File: src/rtl/lsu_if.sv
// Data-memory bus between the load/store unit (master) and data memory (slave).
// A request is a single word-aligned beat with byte strobes. Load data returns
// on a separate valid pulse that carries no backpressure.
interface lsu_if;
  logic        mem_req_valid;
  logic        mem_req_ready;
  logic        mem_we;
  logic [31:0] mem_addr;
  logic [31:0] mem_wdata;
  logic [3:0]  mem_wstrb;
  logic        mem_rsp_valid;
  logic [31:0] mem_rdata;

  modport master (
    output mem_req_valid, mem_we, mem_addr, mem_wdata, mem_wstrb,
    input  mem_req_ready, mem_rsp_valid, mem_rdata
  );

  modport slave (
    input  mem_req_valid, mem_we, mem_addr, mem_wdata, mem_wstrb,
    output mem_req_ready, mem_rsp_valid, mem_rdata
  );
endinterface

File: src/rtl/lsu.sv
// Load/store unit for the memory stage. It handles one transaction at a time.
// It issues a byte-lane-aligned request to data memory and returns an extended
// load value, a store completion, or an error.
//
// state    | meaning
// ---------+-----------------------------------------------------------
// IDLE     | ready for a request from execute
// REQ      | memory request presented, held until mem_req_ready
// WAIT_RSP | load issued, waiting for mem_rsp_valid or a timeout
// DONE     | one-cycle completion pulse to writeback
module lsu #(
  parameter int RSP_TIMEOUT = 64
) (
  input  logic        clk,
  input  logic        rst_n,
  input  logic        req_valid,
  output logic        req_ready,
  input  logic        req_is_store,
  input  logic [2:0]  req_funct3,
  input  logic [31:0] req_addr,
  input  logic [31:0] req_wdata,
  lsu_if.master       mem,
  output logic        rsp_valid,
  output logic [31:0] rsp_data,
  output logic        rsp_err
);

  localparam int CW = $clog2(RSP_TIMEOUT + 1);
  localparam logic [CW-1:0] CNT_LAST = CW'(RSP_TIMEOUT - 1);

  typedef enum logic [1:0] {IDLE, REQ, WAIT_RSP, DONE} state_t;

  state_t        state_q, state_d;
  logic          accept;
  logic          illegal;
  logic [31:0]   st_wdata;
  logic [3:0]    st_wstrb;
  logic [31:0]   ld_ext;
  logic [7:0]    ld_byte;
  logic [15:0]   ld_half;

  logic [2:0]    funct3_q;
  logic [1:0]    lane_q;
  logic          we_q;
  logic [31:0]   addr_q;
  logic [31:0]   wdata_q;
  logic [3:0]    wstrb_q;
  logic [31:0]   data_q;
  logic          err_q;
  logic [CW-1:0] cnt_q;

  assign req_ready = (state_q == IDLE);
  assign accept    = req_valid && req_ready;
  assign rsp_valid = (state_q == DONE);
  assign rsp_data  = data_q;
  assign rsp_err   = err_q;

  assign mem.mem_req_valid = (state_q == REQ);
  assign mem.mem_we        = we_q;
  assign mem.mem_addr      = addr_q;
  assign mem.mem_wdata     = wdata_q;
  assign mem.mem_wstrb     = wstrb_q;

  // Classify the incoming request. Unknown widths and unsigned stores are
  // rejected along with misaligned halfwords and words.
  always_comb begin
    illegal = 1'b1;
    case (req_funct3)
      3'b000:  illegal = 1'b0;
      3'b001:  illegal = req_addr[0];
      3'b010:  illegal = |req_addr[1:0];
      3'b100:  illegal = req_is_store;
      3'b101:  illegal = req_is_store || req_addr[0];
      default: illegal = 1'b1;
    endcase
  end

  // Replicate store data across lanes and select the byte strobes. A load
  // drives no data and no strobes.
  always_comb begin
    st_wdata = 32'h0;
    st_wstrb = 4'b0000;
    if (req_is_store) begin
      case (req_funct3)
        3'b000: begin
          st_wdata = {4{req_wdata[7:0]}};
          st_wstrb = 4'b0001 << req_addr[1:0];
        end
        3'b001: begin
          st_wdata = {2{req_wdata[15:0]}};
          st_wstrb = 4'b0011 << {req_addr[1], 1'b0};
        end
        3'b010: begin
          st_wdata = req_wdata;
          st_wstrb = 4'b1111;
        end
        default: begin
          st_wdata = 32'h0;
          st_wstrb = 4'b0000;
        end
      endcase
    end
  end

  // Pick the addressed byte or halfword from the load word and extend it.
  always_comb begin
    ld_byte = mem.mem_rdata[7:0];
    case (lane_q)
      2'd0: ld_byte = mem.mem_rdata[7:0];
      2'd1: ld_byte = mem.mem_rdata[15:8];
      2'd2: ld_byte = mem.mem_rdata[23:16];
      2'd3: ld_byte = mem.mem_rdata[31:24];
      default: ld_byte = mem.mem_rdata[7:0];
    endcase
    ld_half = lane_q[1] ? mem.mem_rdata[31:16] : mem.mem_rdata[15:0];
    case (funct3_q)
      3'b000:  ld_ext = {{24{ld_byte[7]}}, ld_byte};
      3'b100:  ld_ext = {24'h0, ld_byte};
      3'b001:  ld_ext = {{16{ld_half[15]}}, ld_half};
      3'b101:  ld_ext = {16'h0, ld_half};
      default: ld_ext = mem.mem_rdata;
    endcase
  end

  // State register.
  always_ff @(posedge clk or negedge rst_n) begin
    if (!rst_n) state_q <= IDLE;
    else        state_q <= state_d;
  end

  // Next-state logic. A response in the final WAIT_RSP cycle takes priority
  // over the timeout.
  always_comb begin
    state_d = state_q;
    case (state_q)
      IDLE:     if (accept) state_d = illegal ? DONE : REQ;
      REQ:      if (mem.mem_req_ready) state_d = we_q ? DONE : WAIT_RSP;
      WAIT_RSP: if (mem.mem_rsp_valid || (cnt_q == CNT_LAST)) state_d = DONE;
      DONE:     state_d = IDLE;
      default:  state_d = IDLE;
    endcase
  end

  // Capture the request, track the response timer and build the completion.
  // Results are cleared on leaving DONE, so rsp_data and rsp_err read zero
  // outside the pulse.
  always_ff @(posedge clk or negedge rst_n) begin
    if (!rst_n) begin
      funct3_q <= 3'b000;
      lane_q   <= 2'b00;
      we_q     <= 1'b0;
      addr_q   <= 32'h0;
      wdata_q  <= 32'h0;
      wstrb_q  <= 4'b0000;
      data_q   <= 32'h0;
      err_q    <= 1'b0;
      cnt_q    <= '0;
    end else begin
      case (state_q)
        IDLE: begin
          if (accept) begin
            funct3_q <= req_funct3;
            lane_q   <= req_addr[1:0];
            we_q     <= req_is_store;
            addr_q   <= {req_addr[31:2], 2'b00};
            wdata_q  <= st_wdata;
            wstrb_q  <= st_wstrb;
            data_q   <= 32'h0;
            err_q    <= illegal;
          end
        end
        REQ: begin
          if (mem.mem_req_ready) cnt_q <= '0;
        end
        WAIT_RSP: begin
          if (mem.mem_rsp_valid) begin
            data_q <= ld_ext;
          end else begin
            cnt_q <= cnt_q + CW'(1);
            if (cnt_q == CNT_LAST) err_q <= 1'b1;
          end
        end
        DONE: begin
          data_q <= 32'h0;
          err_q  <= 1'b0;
        end
        default: ;
      endcase
    end
  end

endmodule

File: src/flat_wrapper.sv
// flat-port wrapper written by rule: the top's interface ports become plain ports
module lsu_flat 
#(
  parameter int RSP_TIMEOUT = 64
)
  (clk, rst_n, req_valid, req_ready, req_is_store, req_funct3, req_addr, req_wdata, rsp_valid, rsp_data, rsp_err, mem_mem_req_valid, mem_mem_we, mem_mem_addr, mem_mem_wdata, mem_mem_wstrb, mem_mem_req_ready, mem_mem_rsp_valid, mem_mem_rdata);
  lsu_if mem_i ();
  input  logic clk;
  input  logic rst_n;
  input  logic req_valid;
  output logic req_ready;
  input  logic req_is_store;
  input  logic [2:0] req_funct3;
  input  logic [31:0] req_addr;
  input  logic [31:0] req_wdata;
  output logic rsp_valid;
  output logic [31:0] rsp_data;
  output logic rsp_err;
  output wire logic [$bits(mem_i.mem_req_valid)-1:0] mem_mem_req_valid;
  output wire logic [$bits(mem_i.mem_we)-1:0] mem_mem_we;
  output wire logic [$bits(mem_i.mem_addr)-1:0] mem_mem_addr;
  output wire logic [$bits(mem_i.mem_wdata)-1:0] mem_mem_wdata;
  output wire logic [$bits(mem_i.mem_wstrb)-1:0] mem_mem_wstrb;
  input wire logic [$bits(mem_i.mem_req_ready)-1:0] mem_mem_req_ready;
  input wire logic [$bits(mem_i.mem_rsp_valid)-1:0] mem_mem_rsp_valid;
  input wire logic [$bits(mem_i.mem_rdata)-1:0] mem_mem_rdata;
  assign mem_mem_req_valid = mem_i.mem_req_valid;
  assign mem_mem_we = mem_i.mem_we;
  assign mem_mem_addr = mem_i.mem_addr;
  assign mem_mem_wdata = mem_i.mem_wdata;
  assign mem_mem_wstrb = mem_i.mem_wstrb;
  assign mem_i.mem_req_ready = mem_mem_req_ready;
  assign mem_i.mem_rsp_valid = mem_mem_rsp_valid;
  assign mem_i.mem_rdata = mem_mem_rdata;
  lsu #(.RSP_TIMEOUT(RSP_TIMEOUT)) u_core (.clk(clk), .rst_n(rst_n), .req_valid(req_valid), .req_ready(req_ready), .req_is_store(req_is_store), .req_funct3(req_funct3), .req_addr(req_addr), .req_wdata(req_wdata), .mem(mem_i), .rsp_valid(rsp_valid), .rsp_data(rsp_data), .rsp_err(rsp_err));
endmodule
File: config.mk
export PLATFORM = sky130hd
export DESIGN_NAME = lsu_flat
export DESIGN_NICKNAME = d
export VERILOG_FILES = /design/src/rtl/lsu_if.sv /design/src/rtl/lsu.sv /design/src/flat_wrapper.sv
export SDC_FILE = /design/constraint.sdc
export NUM_CORES = 1
export LEC_CHECK = 0
export ABC_CLOCK_PERIOD_IN_PS = 2400
export BUFFER_PORTS_ARGS = -buffer_cell sky130_fd_sc_hd__buf_2
export CAP_MARGIN = 30
export CORE_UTILIZATION = 45
export DETAILED_ROUTE_END_ITERATION = 7
export GPL_TIMING_DRIVEN = 0
export PLACE_DENSITY = 0.83
export SLEW_MARGIN = 20
export SYNTH_ARGS = -nofsm -noshare
export SYNTH_HDL_FRONTEND = slang
export SYNTH_SLANG_ARGS = --single-unit
File: constraint.sdc
create_clock -name clk -period 2.4 [get_ports clk]
set_input_delay 0 -clock clk [delete_from_list [all_inputs] [get_ports clk]]
set_output_delay 0 -clock clk [all_outputs]
set_load 0.05 [all_outputs]
[Word level (Yosys, flattened, before mapping)]
Index checks and enable logic that the tools add are counted.
Operators by class
  add/sub/neg operators: 1
  multiply operators: 0
  div/mod/pow operators: 0
  magnitude comparators: 0
  equality and inequality tests: 20
  shift-type cells: 2
  mux-type cells: 24
  bitwise operators: 0
  reduce and logical (&&, ||, !) cells: 15
Operators with widths (number)
  $pmux 32 s3: 2
  $pmux 32 s4: 1
  $mux 32: 3
  $pmux 8 s4: 1
  $mux 16: 1
  $mux 7: 2
  $pmux 7 s2: 1
  $eq 3x3->1 const B: 4
  $pmux 4 s3: 1
  $reduce_and 3->1: 3
  $eq 2x2->1 const B: 4
  $mux 2: 4
  $pmux 2 s4: 1
  $add 7x1->7 const B: 1
  $eq 7x6->1 const B: 1
  $eq 3x1->1 const B: 2
  $logic_not 3->1: 2
  $ne 2x1->1 const B: 3
  $ne 2x2->1 const B: 3
  $pmux 1 s5: 1
  $eq 2x1->1 const B: 2
  $logic_not 2->1: 2
  $mux 1: 4
  $mux 4: 1
  other kinds (11): 12
Storage, ports and cells
  register bits: 114
  bits in latches: 0
  bits in writable memories: 0
  ROM bits: 0
  input port bits: 105
  word-level logic and storage cells: 72
  memories: 0

[Depth between registers and ports, before layout]
Gate-level depths: netlist of run 1.
  depth in word-level cells: 5
  gate-level depth with buffers: 8
  mapped depth without buffers: 6

[Least setup slack after synthesis of run 1]
OpenSTA, ideal clock, no wires.
  kind: register to register
  start: reg u_core.state_q[0]
  end: reg u_core.data_q[21], in the netlist u_core.rsp_data[21]
  arrival time: 2257 ps
  slack: 78 ps
  stages on the path, launching flop included: 8
  path buffers: 1
  cells stage by stage: dfrtp_1 inv_1 ha_1 nor2b_4 or3_4 a2111oi_4 buf_6 a221o_2
Between the ends
  word-level cells in the longest chain between the ends: 4
  elaborated cells on any way between the ends: 9
  classes of those cells: eq/ne (4); mux (1); reduce/logical (4)
Ends and longest elaborated chain
  from (decl): RTL line lsu.sv:33  | state_t state_q, state_d;
  from (signal assigned): RTL line lsu.sv:128  | else state_q <= state_d;
  $logic_not 2->1 (*): RTL line lsu.sv:52  | assign req_ready = (state_q == IDLE);
  via req_ready: RTL line flat_wrapper.sv:11  | output logic req_ready;
  $logic_and 1x1->1: RTL line lsu.sv:53  | assign accept = req_valid && req_ready;
  $ne 2x2->1 (no line)
  $reduce_and 3->1 (no line)
  to (signal assigned): RTL line lsu.sv:177  | data_q <= ld_ext;
  to (decl): RTL line lsu.sv:48  | logic [31:0] data_q;
Mark *: on every way through the listed nets, which the timed path passes. The rest lies on a longest branch.
A chain may end at the register's enable or synchronous reset.

[Worst setup path in the final report of run 1]
  start: reg u_core.state_q[1]
  end: reg u_core.data_q[21], in the netlist u_core.rsp_data[21]
Between the ends
  word-level cells in the longest chain between the ends: 4
  elaborated cells on any way between the ends: 9
  classes of those cells: eq/ne (4); mux (1); reduce/logical (4)
Ends and longest elaborated chain (RTL line)
  $logic_not 2->1: lsu.sv:52, lsu.sv:159
  $logic_and 1x1->1: lsu.sv:53
  $ne 2x2->1 (no line)
  $reduce_and 3->1 (no line)
Several ways; a longest one is shown, not always the timed one.

==> results.yml, run 1 <==
detailed_routing:
  vias: 5356
  drt-total-wl_um: 18000
  ant_nets: 0
  avgViaCountPerCell: 5.71
  drcViolationCount: 24
  wl_per_cell_um: 19.2
  drt_iter0_drc: 512
  dr.pass1.iters: 7
synthesis:
  ys_ff_latch: 114
  syn_inst: 462
  synth_top_area_share_pct: 53.3
  syn_avg_cell_area_sq_um: 11.6
  synthDistinctLibCells: 48
  synthArstFlopShare_pct: 100
  synth_top_area_cell: "dfrtp_1"
  yosysMostFrequentCell: "dfrtp_1"
  synth_warnings: 0
  yosys-top-cells-count: "dfrtp_1 (114), mux2_2 (48), o21ai_0 (34), a21oi_1 (33), a22o_1 (33)"
  seq_area_frac_synth_pct: 53.3
  ys.flop_type: "dfrtp_1"
  synth.area.top_cells: "dfrtp_1 (53%), mux2_2 (10%), a22o_1 (5.4%)"
  synth_edf_count: 0
  synthesis.area_sq_um: 5360
die:
  initial_core_util_pct: 46.5
  die_h_um: 111
  pin_count: 210
  core_area_sq_um: 11500
  die_w_um: 111
  row_count: 39
  dieArea_sq_um: 12300
run:
  cap_violations: 0
place:
  place_hpwl_um: 11600
  placed_cell_area_sq_um: 6610
  place_congestion: 0.881
  io_buffers: 207
final_layout:
  num-nets-final: 892
  area_growth_pct: 52.3
  stdcell_area_sq_um: 8160
  drive_gt1_share_pct: 39.4
clock_network:
  postCtsSetupBuffers: 0
  clk_path_buf_depth: 2
  h-tree-depth: 4
  clock_latency_ns: 0.41
  cts_buffers: 17
  cts_root_buf: "clkbuf_16"
  cts_tree: "yes"
  cts_sinks: 114
  path_clk_slew_ns: 0.06
grt:
  use_met3_pct: 8.97
  met2_usage_pct: 50.4
  grt_pass1_vias: 5476
  grt_antenna_before_repair: 1
  met1_usage_pct: 32.9
  top_usage_layer: "met2"
  grt_pass1_wl_um: 28100
  grt.total_usage_pct: 29.7
  grt-ovfl-total: 0
  grt_max_degree: 66
timing:
  fmax_mhz: 441
  rsz0062_at_grt: "yes"
  drv_slew: 0
  hold_viol: 0
  relSlewSlack_pct: 59.3
  finClkSkew_ns: 0.00564
  fin_crit_ns: 2.27
  worstMarginPinSlew_ns: 0.611
  setup_viol: 0
  finalCritPeriodShare_pct: 94.5
  fin_setup_tns_ns: 0
power:
  p_per_area_nw_per_um2: 1420
  p_leak_uw: 0.00402
  ir_drop_mv: 0.957
outcome:
  violations: "design-rule violations"
  status: "finished, violations left"
min_path:
  hp-class: "in -> reg"
critical_path:
  crit_family: "compound AO/OA/AOI/OAI gates"
  required_ns: 2.74
  critPathBufInv: 3
  critPathMaxStageDelay_ns: 0.47
  path_cells: "inv_1 -> ha_1 -> clkbuf_1 -> or3_4 -> a2111oi_4 -> buf_6 -> a221o_2"
  crit_path_top_delay_cell: "or3_4"
  cp-start-kind: "flop"
  critPathCaptureType: "flop"
  cp_max_fo: 10
  path_class: "reg -> reg"
  cp.arrival_ns: 2.61
-- kinds of logic (layout without fill, tap and decap cells) --
group / Yosys count / in the layout / share of synthesized area [%]
simple gates: 93 / 93 / 9.06
flops: 114 / 114 / 53.3
xor+xnor: 3 / 3 / 0.491
fa+ha+maj: 5 / 5 / 1.17
compound gates: 160 / 160 / 22.7
buf+inv: 37 / 368 / 3.01
mux: 49 / 49 / 10.3
other cells: 1 / 3 / 0.0700
-- layout make-up --
cell class | count | area, sq um
Timing Repair Buffer | 300 | 1990
Multi-Input combinational cell | 312 | 2360
Inverter | 5 | 18.8
Fill cell | 786 | 3360
Buffer | 32 | 145
Tap cell | 143 | 179
Antenna cell | 1 | 2.50
Clock buffer | 20 | 447
Clock inverter | 11 | 161
Sequential cell | 114 | 2850
-- flip-flops by register name, summed over array words and instances, names as in the netlist --
register	cells
u_core.mem.mem_we	1
u_core.mem.mem_wstrb	4
u_core.rsp_err	1
u_core.mem.mem_addr	30
u_core.lane_q	2
u_core.cnt_q	7
u_core.mem.mem_wdata	32
u_core.funct3_q	3
u_core.state_q	2
u_core.rsp_data	32
-- worst paths after layout --
path                                    start                        to  slack [ns]  depth (start not counted)
setup reg to reg            u_core.state_q[1]       u_core.rsp_data[21]        0.13                          7
min in group asynchronous               rst_n           u_core.cnt_q[5]        0.11                          2
max in group asynchronous               rst_n  u_core.mem.mem_wdata[31]        1.61                          3
setup / recovery            u_core.state_q[1]       u_core.rsp_data[21]        0.13                          7
hold / removal                  req_wdata[29]  u_core.mem.mem_wdata[29]        0.02                          4
hold reg to reg            u_core.rsp_data[4]        u_core.rsp_data[4]        0.49                          1
-- metrics by stage --
stage	setup slack, ns	hold WS (ns)	total power [uW]	util [%]	std cells
after global routing	-0.0251	0.0231	12000	70.8	938
final	0.132	0.0231	11600	70.8	938
after global placement	0.0145	0.231	8580	57.1	813
after detailed placement	-0.0432	-0.0246	8750	57.4	814
after CTS	0.0292	0.000333	11500	70.7	937
after floorplan	0.0778	-0.296	7330	-	463
-- tightest hold or removal path: cells and delay by family --
| kind | cells | cell delay (ns) |
|---|---|---|
| AO/OA/AOI/OAI | 3 | 0.32 |
| buffers and inverters | 1 | 0.08 |
-- layer usage --
metal  vias to the layer above  share of wire (%)
met5                         -                  0
met4                         0                4.4
met3                        57                9.0
met2                       345                 50
met1                      2583                 37
li1                       2371                  -
-- power breakdown --
| group | internal, uW | leakage (uW) | switching [uW] | total, uW |
|---|---|---|---|---|
| registers | 2670 | 0.00149 | 490 | 3160 |
| clock network | 1750 | 0.000299 | 869 | 2620 |
| logic | 1690 | 0.00223 | 4120 | 5810 |
| total | 6110 | 0.00402 | 5470 | 11600 |
-- layout by cell type, fill, tap and decap left out, drive strengths merged, types with 13 or more instances in the layout --
cell type / count
mux2: 48
buf: 219
a221o: 24
dlygate4sd3: 92
dfrtp: 114
clkbuf: 41
o21ai: 34
a21oi: 33
nor2: 20
a22o: 33
nor2b: 13
nand2: 21
-- timing repair --
| item | CTS | global route |
|---|---|---|
| setup endpoints to repair | 7 | 49 |
| gates resized for setup | 1 | 7 |
| pin swaps | 0 | 1 |
| hold endpoints to repair | 214 | 0 |
| gates cloned | 0 | 0 |
| hold buffers | 92 | 0 |
No activity file was read; power rests on OpenSTA's default activity.
==> inputs of run 2 (changes only) <==
--- a/config.mk
+++ b/config.mk
@@ -8,10 +8,11 @@
 export ABC_CLOCK_PERIOD_IN_PS = 2400
 export BUFFER_PORTS_ARGS = -buffer_cell sky130_fd_sc_hd__buf_2
 export CAP_MARGIN = 30
-export CORE_UTILIZATION = 45
+export CORE_UTILIZATION = 49
+export CTS_BUF_LIST = sky130_fd_sc_hd__clkbuf_16
 export DETAILED_ROUTE_END_ITERATION = 7
 export GPL_TIMING_DRIVEN = 0
-export PLACE_DENSITY = 0.83
+export PLACE_DENSITY = 0.88
 export SLEW_MARGIN = 20
 export SYNTH_ARGS = -nofsm -noshare
 export SYNTH_HDL_FRONTEND = slang
==> results.yml, run 2 (synthesized netlist as in run 1, its figures left out) <==
timing:
  finalHoldWorstSlack_ns: 0.0211
  drv_slew: 0
  fmax_mhz: 446
  hold_viol: 0
  rsz0062_at_grt: "no"
  setup_viol: 0
  finalCritPeriodShare_pct: 93.4
  fin_crit_ns: 2.24
  relSlewSlack_pct: 58.8
  finClkSkew_ns: 0.0116
  worstMarginPinSlew_ns: 0.618
critical_path:
  path_cells: "inv_1 -> ha_1 -> clkbuf_1 -> nor2_1 -> nand2_1 -> clkbuf_2 -> a221o_2"
  cp.arrival_ns: 2.53
  rr_startpoint: "u_core.state_q[1]"
  reg2reg_depth: 7
  cp-start-kind: "flop"
  r2r-end: "u_core.rsp_data[27]"
  ff2ff_setup_slack_ns: 0.16
  path_class: "reg -> reg"
  cp_max_fo: 10
  critPathCaptureType: "flop"
  required_ns: 2.69
  endpoint: "u_core.rsp_data[27]"
  crit_path_top_delay_cell: "dfrtp_1"
  startpoint: "u_core.state_q[1]"
  critPathMaxStageDelay_ns: 0.46
power:
  p_leak_uw: 0.00404
  p_per_area_nw_per_um2: 1430
  ir_drop_mv: 1.09
place:
  io_buffers: 207
  place_hpwl_um: 11900
  place_congestion: 0.875
  placed_cell_area_sq_um: 6600
clock_network:
  cts_sinks: 114
  path_clk_slew_ns: 0.05
  cts_root_buf: "clkbuf_16"
  cts_tree: "yes"
  h-tree-depth: 4
  clk_path_buf_depth: 2
  cts_buffers: 17
  clock_latency_ns: 0.42
die:
  die_h_um: 107
  die_w_um: 107
  initial_core_util_pct: 51.2
  row_count: 37
  dieArea_sq_um: 11400
  pin_count: 210
  core_area_sq_um: 10500
final_layout:
  area_growth_pct: 52.4
  num-nets-final: 893
  mostFrequentLayoutCells: "buf_2 (210), dfrtp_1 (114), dlygate4sd3_1 (92), mux2_2 (48), o21ai_0 (34)"
  stdcell_area_sq_um: 8160
  drive_gt1_share_pct: 39.6
  fillCellCount: 617
  mostFrequentLayoutCell: "buf_2"
grt:
  grt_antenna_before_repair: 0
  grt-ovfl-total: 0
  grt_pass1_wl_um: 30700
  grt.total_usage_pct: 35.6
  grt_pass1_vias: 5948
  grt_max_degree: 68
detailed_routing:
  drt_iter0_drc: 375
  vias: 5625
  ant_nets: 0
  drt-total-wl_um: 19600
  avgViaCountPerCell: 6.02
  dr.pass1.iters: 5
  wl_per_cell_um: 21.0
  drcViolationCount: 0
min_path:
  hp-class: "in -> reg"
run:
  cap_violations: 0
outcome:
  status: "finished clean"
[run 2: cell types whose count changed in the layout (fill, tap and decap cells not counted), sizes merged]
cell      before  now
clkinvlp       1    2
buf          219  220
diode          1    2
inv            4    7
clkbuf        41   38
[run 2: critical path, delay by kind of cell, from the launching register on]
| kind | cells | cell delay, ns |
|---|---|---|
| adder cells (fa/ha/maj) | 1 | 0.20 |
| buffers and inverters | 3 | 0.58 |
| AO/OA/AOI/OAI | 1 | 0.42 |
| AND/OR/NAND/NOR | 2 | 0.45 |
| flip-flops | 1 | 0.46 |
[run 2: layout make-up]
class / count / area (sq um) / area share (%)
Sequential cell: 114 / 2850 / 35.0
Clock buffer: 17 / 425 / 5.21
Timing Repair Buffer: 301 / 2000 / 24.5
Buffer: 32 / 151 / 1.85
Multi-Input combinational cell: 312 / 2360 / 29.0
Inverter: 5 / 18.8 / 0.230
Tap cell: 136 / 170 / 2.08
Antenna cell: 2 / 5.00 / 0.0613
Clock inverter: 15 / 175 / 2.15
[run 2: metal layers]
metal  GRT usage [%]  share of wire [%]  wire (um)  vias to the layer above
met2            59.5                 49       9630                      409
met1            39.9                 36       7080                     2732
li1                -                  -          -                     2381
met3            10.4                9.0       1760                      103
met4            22.5                5.9       1160                        0
met5               0                  0          0                        -
[run 2: per-stage QoR]
| stage | TNS (ns) | setup slack (ns) | utilization, % | std cells | power (uW) |
|---|---|---|---|---|---|
| after global placement | 0 | 0.0382 | 62.8 | 806 | 8550 |
| final | 0 | 0.160 | 78.0 | 934 | 11700 |
| after detailed placement | -1.20 | -0.231 | 63.1 | 807 | 8760 |
| after floorplan | 0 | 0.0778 | - | 463 | 7330 |
| after CTS | 0 | 0.0110 | 77.7 | 931 | 11500 |
| after global routing | 0 | 0.00449 | 78.0 | 932 | 12100 |
[run 2: worst min path at each step]
stage                           start                       end  slack [ns]  depth (start not counted)
floorplan                       rst_n           u_core.cnt_q[0]       -0.30                          0
global placement        req_wdata[16]  u_core.mem.mem_wdata[16]        0.23                          2
detailed placement              rst_n       u_core.rsp_data[27]       -0.03                          1
CTS                 mem_mem_rdata[14]       u_core.rsp_data[14]       0.007                          3
global route            req_wdata[28]  u_core.mem.mem_wdata[28]        0.02                          4
finish                  req_wdata[25]  u_core.mem.mem_wdata[25]        0.02                          4
[run 2: what timing repair did]
action / 4_1_cts / 5_1_grt
pin swaps: 0 / 1
resized for setup: 2 / 16
setup buffers: 0 / 1
hold buffers: 92 / 0
hold endpoints to repair: 215 / 0
setup endpoints to repair: 20 / 49
[run 2: where the power goes]
group	total [uW]	switching [uW]	leakage (uW)	internal [uW]
Combinational	5900	4190	0.00225	1710
Clock	2610	907	0.000297	1710
Sequential	3190	522	0.00149	2670
